File: src/rtl/sti_pkg.sv
// Shared constants for the serial-to-parallel capture stage: length codes, FSM
// encoding, FIFO entry width and the length decode used at push time.
package sti_pkg;

  localparam logic [1:0] LEN8  = 2'd0;
  localparam logic [1:0] LEN16 = 2'd1;
  localparam logic [1:0] LEN24 = 2'd2;
  localparam logic [1:0] LEN32 = 2'd3;

  localparam logic [0:0] IDLE = 1'b0;
  localparam logic [0:0] RECV = 1'b1;

  localparam int unsigned ENTRY_W = 35;
  localparam int unsigned CNT_W   = 6;

  // Returns {err, len}; any burst length other than 8/16/24/32 is an error.
  function automatic logic [2:0] len_decode(input logic [CNT_W-1:0] cnt);
    logic [2:0] res;
    case (cnt)
      6'd8:    res = {1'b0, LEN8};
      6'd16:   res = {1'b0, LEN16};
      6'd24:   res = {1'b0, LEN24};
      6'd32:   res = {1'b0, LEN32};
      default: res = {1'b1, LEN8};
    endcase
    return res;
  endfunction

endpackage

File: src/rtl/sti_if.sv
// Ready/valid word interface between the deserializer and its consumer.
interface sti_if #(
  parameter int unsigned MAX_BITS = 32
);
  logic [MAX_BITS-1:0] word_data;
  logic [1:0]          word_len;
  logic                word_err;
  logic                word_valid;
  logic                word_ready;

  modport master (
    output word_data, word_len, word_err, word_valid,
    input  word_ready
  );

  modport slave (
    input  word_data, word_len, word_err, word_valid,
    output word_ready
  );
endinterface

File: src/rtl/sti_word_fifo.sv
// Synchronous FIFO; head reads zero when empty. A push while full is accepted
// only if a pop happens on the same edge.
module sti_word_fifo
  import sti_pkg::*;
#(
  parameter int unsigned Width = ENTRY_W,
  parameter int unsigned Depth = 4
) (
  input  logic             clk,
  input  logic             reset,
  input  logic             push,
  input  logic [Width-1:0] push_data,
  input  logic             pop,
  output logic [Width-1:0] pop_data,
  output logic             full,
  output logic             empty
);
  localparam int unsigned AW = $clog2(Depth);

  logic [Width-1:0] mem [Depth];
  logic [AW-1:0]    wr_q, rd_q;
  logic [AW:0]      cnt_q;
  logic             do_push, do_pop;

  assign empty   = (cnt_q == '0);
  assign full    = (cnt_q == (AW+1)'(Depth));
  assign do_pop  = pop & ~empty;
  assign do_push = push & (~full | do_pop);
  assign pop_data = empty ? '0 : mem[rd_q];

  always_ff @(posedge clk) begin
    if (reset) begin
      wr_q  <= '0;
      rd_q  <= '0;
      cnt_q <= '0;
    end else begin
      if (do_push) wr_q <= wr_q + 1'b1;
      if (do_pop)  rd_q <= rd_q + 1'b1;
      cnt_q <= cnt_q + (AW+1)'(do_push) - (AW+1)'(do_pop);
    end
  end

  always_ff @(posedge clk) begin
    if (do_push) mem[wr_q] <= push_data;
  end

endmodule

File: src/rtl/sti_deserializer.sv
// Captures so_valid bursts into right-justified words, infers their length and
// queues them for a ready/valid consumer.
module sti_deserializer
  import sti_pkg::*;
#(
  parameter int unsigned FIFO_DEPTH = 4,
  parameter int unsigned MAX_BITS   = 32
) (
  input  logic     clk,
  input  logic     reset,
  input  logic     so_data,
  input  logic     so_valid,
  input  logic     cfg_msb,
  sti_if.master    word,
  output logic     overflow,
  output logic     busy
);
  localparam int unsigned IDX_W = $clog2(MAX_BITS);
  localparam int unsigned EW    = MAX_BITS + 3;

  logic [0:0]          state_q;
  logic                msb_q;
  logic [CNT_W-1:0]    count_q;
  logic [MAX_BITS-1:0] sh_q;
  logic                push, fifo_full, fifo_empty;
  logic [2:0]          dec;
  logic [EW-1:0]       fifo_out;

  assign push = (state_q == RECV) && !so_valid;
  assign busy = (state_q == RECV);
  assign dec  = len_decode(count_q);

  always_ff @(posedge clk) begin
    if (reset) begin
      state_q <= IDLE;
      msb_q   <= 1'b0;
      count_q <= '0;
      sh_q    <= '0;
    end else if (state_q == IDLE) begin
      if (so_valid) begin
        state_q <= RECV;
        msb_q   <= cfg_msb;
        count_q <= CNT_W'(1);
        // First bit lands in bit 0 for either order; the rest of sh clears.
        sh_q    <= {{(MAX_BITS-1){1'b0}}, so_data};
      end
    end else if (so_valid) begin
      // Bits past MAX_BITS are dropped so sh keeps the first MAX_BITS bits.
      if (count_q < CNT_W'(MAX_BITS)) begin
        if (msb_q) sh_q <= {sh_q[MAX_BITS-2:0], so_data};
        else       sh_q[count_q[IDX_W-1:0]] <= so_data;
      end
      if (count_q != CNT_W'(MAX_BITS + 1)) count_q <= count_q + 1'b1;
    end else begin
      state_q <= IDLE;
      count_q <= '0;
    end
  end

  always_ff @(posedge clk) begin
    if (reset) begin
      overflow <= 1'b0;
    end else if (push && fifo_full && !word.word_ready) begin
      overflow <= 1'b1;
    end
  end

  sti_word_fifo #(
    .Width (EW),
    .Depth (FIFO_DEPTH)
  ) u_fifo (
    .clk       (clk),
    .reset     (reset),
    .push      (push),
    .push_data ({dec, sh_q}),
    .pop       (word.word_ready),
    .pop_data  (fifo_out),
    .full      (fifo_full),
    .empty     (fifo_empty)
  );

  assign word.word_valid = ~fifo_empty;
  assign word.word_err   = fifo_out[EW-1];
  assign word.word_len   = fifo_out[EW-2:EW-3];
  assign word.word_data  = fifo_out[MAX_BITS-1:0];

endmodule

File: src/flat_wrapper.sv
// flat-port wrapper written by rule: the top's interface ports become plain ports
module sti_deserializer_flat import sti_pkg::*;
#(
  parameter int unsigned FIFO_DEPTH = 4,
  parameter int unsigned MAX_BITS   = 32
)
  (clk, reset, so_data, so_valid, cfg_msb, overflow, busy, word_word_data, word_word_len, word_word_err, word_word_valid, word_word_ready);
  sti_if #(.MAX_BITS(MAX_BITS)) word_i ();
  input  logic clk;
  input  logic reset;
  input  logic so_data;
  input  logic so_valid;
  input  logic cfg_msb;
  output logic overflow;
  output logic busy;
  output wire logic [$bits(word_i.word_data)-1:0] word_word_data;
  output wire logic [$bits(word_i.word_len)-1:0] word_word_len;
  output wire logic [$bits(word_i.word_err)-1:0] word_word_err;
  output wire logic [$bits(word_i.word_valid)-1:0] word_word_valid;
  input wire logic [$bits(word_i.word_ready)-1:0] word_word_ready;
  assign word_word_data = word_i.word_data;
  assign word_word_len = word_i.word_len;
  assign word_word_err = word_i.word_err;
  assign word_word_valid = word_i.word_valid;
  assign word_i.word_ready = word_word_ready;
  sti_deserializer #(.FIFO_DEPTH(FIFO_DEPTH), .MAX_BITS(MAX_BITS)) u_core (.clk(clk), .reset(reset), .so_data(so_data), .so_valid(so_valid), .cfg_msb(cfg_msb), .word(word_i), .overflow(overflow), .busy(busy));
endmodule
File: config.mk
export PLATFORM = sky130hd
export DESIGN_NAME = sti_deserializer_flat
export DESIGN_NICKNAME = d
export VERILOG_FILES = /design/src/rtl/sti_pkg.sv /design/src/rtl/sti_if.sv /design/src/rtl/sti_word_fifo.sv /design/src/rtl/sti_deserializer.sv /design/src/flat_wrapper.sv
export SDC_FILE = /design/constraint.sdc
export NUM_CORES = 1
export LEC_CHECK = 0
export CAP_MARGIN = 5
export CORE_ASPECT_RATIO = 0.9
export CORE_MARGIN = 2
export CORE_UTILIZATION = 54
export CTS_BUF_LIST = sky130_fd_sc_hd__clkbuf_8
export DETAILED_ROUTE_END_ITERATION = 6
export GPL_TIMING_DRIVEN = 0
export PLACE_DENSITY = 0.76
export SYNTH_ARGS = -nofsm -noshare
export SYNTH_HDL_FRONTEND = slang
export SYNTH_SLANG_ARGS = --single-unit
File: constraint.sdc
create_clock -name clk -period 2.5 [get_ports clk]
set_clock_uncertainty 0.2 [all_clocks]
set_input_delay 0.25 -clock clk [delete_from_list [all_inputs] [get_ports clk]]
set_output_delay 0.25 -clock clk [all_outputs]
set_load 0.05 [all_outputs]
==> results.yml <==
outcome:
  status: "finished clean"
finish:
  nFillCells: 1151
  seqCellArea_mm2: 0.005220
  layout-drive-gt1-share_pct: 19.83
  instances_no_fill: 918
  n_antenna_cell: 0
  syn2layout_area_growth_pct: 13.52
  multi_input_area_mm2: 0.003203
  design.final.nets: 721
drt:
  via_per_inst: 6.292
  wl_per_cell_um: 21.64
  postRouteAntennaNets: 0
  drc: 0
  num_vias: 5776
  drt_first_pass_iters: 6
  wl_mm: 19.86
  drtIter0Drc: 697
worst_hold_path:
  min_to: "u_core.msb_q$_SDFFE_PP0P_"
  min-delay-start: "cfg_msb"
  min_path_cells: 3
  hold_path.class: "input pin to register"
cts:
  clock_sinks: 190
  path_clk_slew_ps: 90
  cts_hold_buf: 0
  cts_root_buf: "clkbuf_8"
  cts_tree: "yes"
  clock_latency_ps: 460
  htreeDepth: 4
  numCtsBuffers: 17
  cts.path.max_buffers: 2
synthesis:
  netlist_top_cells_count: "edfxtp_1 (140), nor2b_1 (60), o21ai_0 (52)"
  yosysMostFrequentCell: "edfxtp_1"
  syn_nets: 657
  ys_ff_latch: 190
  synth_top_area_cell: "edfxtp_1"
  avgSynthCellArea_um2: 13.49
  ys_warn_count: 0
  synth_top_area_share_pct: 48.69
  synth_async_sr_flop_share_pct: 0
  syn_area_mm2: 0.008635
  synth_edf_count: 140
  synth_ff_type: "edfxtp_1"
  seq_area_frac_synth_pct: 60.28
  synth_cells: 640
  yosys-top-cells-area: "edfxtp_1 (49%), dfxtp_1 (12%), mux4_2 (9.1%)"
  post_synth_num_cell_types: 59
power:
  power_density_mw_per_mm2: 881.6
  design_power_total_uw: 8641
  irDropWorstVdd_mv: 0.5815
  leakage_uw: 0.003181
timing:
  fin_crit_sh_pct: 97.93
  tightest_slew_ps: 956.2
  whs_ps: 182.7
  grt_setup_unrepaired: "true"
  fin_crit_ps: 2448
  final-hold-violation-count: 0
  relSlewSlack_pct: 36.12
  setup_viol: 0
  slew_viol_final: 0
  max_freq_mhz: 408.5
  tns_ps: 0
worst_setup_path:
  start_kind: "register"
  r2r_cells: 4
  endpoint_kind: "output pin"
  rr_startpoint: "u_core.count_q[0]$_SDFFE_PP0P_"
  arrival_ps: 2000
  worstSetupPathType: "register to output pin"
  r2r_setup_slack_ps: 160
  path_max_fanout: 10
  r2r-end: "u_core.count_q[0]$_SDFFE_PP0P_"
  required_ps: 2050
floorplan:
  rows: 43
  num_io_pins: 44
  die_height_um: 124.0
  die_w_um: 137.3
  core_mm2: 0.01555
  dieArea_mm2: 0.01702
  start_util_pct: 55.53
placed_design:
  dp_hpwl_mm: 13.22
  placedCellCount: 886
  port_buffers: 43
  gp_congestion: 0.9417
grt:
  grt_pass1_wl_mm: 31.17
  grt_max_degree: 36
  first_global_vias: 5775
  grt.overflow.total: 0
  antenna_found_initial: 0
  grt_usage_pct: 24.89
flow_run:
  drv_cap: 0
final cells by class:
cell class,instances,area share [%]
flip-flops and latches,190,53.26
inverters,15,0.5744
plain buffers,54,2.974
multi-input cells,379,32.68
repair buffers,47,4.583
clock inverters,14,0.9701
clock buffers,17,2.387
well taps,202,2.579
cells in the final DEF, fill, tap and decap left out, drive strengths merged, types with 6 or more instances in the layout:
cell type	instances
inv	17
and3	8
dfxtp	50
a22oi	12
buf	46
a32o	8
nand2	26
mux4	35
clkbuf	60
nor2	9
nand3	9
clkdlybuf4s50	7
ha	10
and2	7
nor4bb	9
o2bb2ai	17
edfxtp	140
clkinv	10
a32oi	6
a21oi	20
nor2b	60
o32ai	6
o21ai	52
and4b	10
power by group:
part | internal (µW) | total (µW) | leakage [µW] | switching [µW]
registers | 3430 | 3530 | 0.00175 | 101
logic | 1260 | 3370 | 0.00127 | 2110
clock network | 679 | 1740 | 0.000164 | 1060
total | 5370 | 8640 | 0.00318 | 3270
timing repair:
item / in CTS / in global routing
hold endpoints to repair: 0 / 0
pin swaps: 0 / 1
setup endpoints to repair: 177 / 181
gates cloned: 0 / 1
gates resized for setup: 204 / 70
setup buffers: 0 / 2
flip-flops by register name, summed over array words and instances (netlist names), named ones only:
name and flops:
u_core.msb_q 1, u_core.u_fifo.wr_q 2, u_core.u_fifo.rd_q 2, u_core.sh_q 32, u_core.u_fifo.mem 140, u_core.u_fifo.cnt_q 3
u_core.count_q 6, u_core.busy 1, u_core.overflow 1
routing by layer:
| metal | up-vias | global-route usage (%) | routed length, µm |
|---|---|---|---|
| met1 | 2890 | 34.14 | 8570 |
| met4 | 0 | 11.28 | 568 |
| li1 | 2612 | - | - |
| met3 | 44 | 5.291 | 1400 |
| met5 | - | 0 | 0 |
| met2 | 230 | 38.50 | 9324 |
kinds of logic after synthesis:
group                    share of synthesized area, %
AO/OA/AOI/OAI                                   11.32
XOR/XNOR                                       0.3044
adder cells (fa/ha/maj)                         1.681
buffers and inverters                           3.217
flip-flops                                      60.28
multiplexers                                    9.361
AND/OR/NAND/NOR                                 13.84
stage by stage:
stage	area [µm²]	worst slack (ps)	utilization, %
global route	9802	-16.92	63.04
global placement	9325	-981.9	59.97
floorplan	8642	38.32	-
detailed placement	9341	-594.8	60.08
CTS	9630	-54.17	61.94
finish	9802	51.74	63.04
worst max path at each step:
stage | end | slack (ps) | depth (start not counted)
3_5_place_dp | word_word_data[27] | -590 | 5
5_1_grt | word_word_data[4] | -20 | 5
3_3_place_gp | word_word_data[14] | -980 | 4
6_report | word_word_data[4] | 50 | 5
2_1_floorplan | u_core.u_fifo.cnt_q[2]$_SDFF_PP0_ | 40 | 12
4_1_cts | u_core.u_fifo.mem[1][0]$_DFFE_PP_ | -50 | 3
critical path: stages (launching register included):
cell     delay [ps]
dfxtp_2         360
buf_12          170
buf_12          160
mux4_2          490
nor2b_1         140
buf_2           210
(Power assumes the default switching activity.)
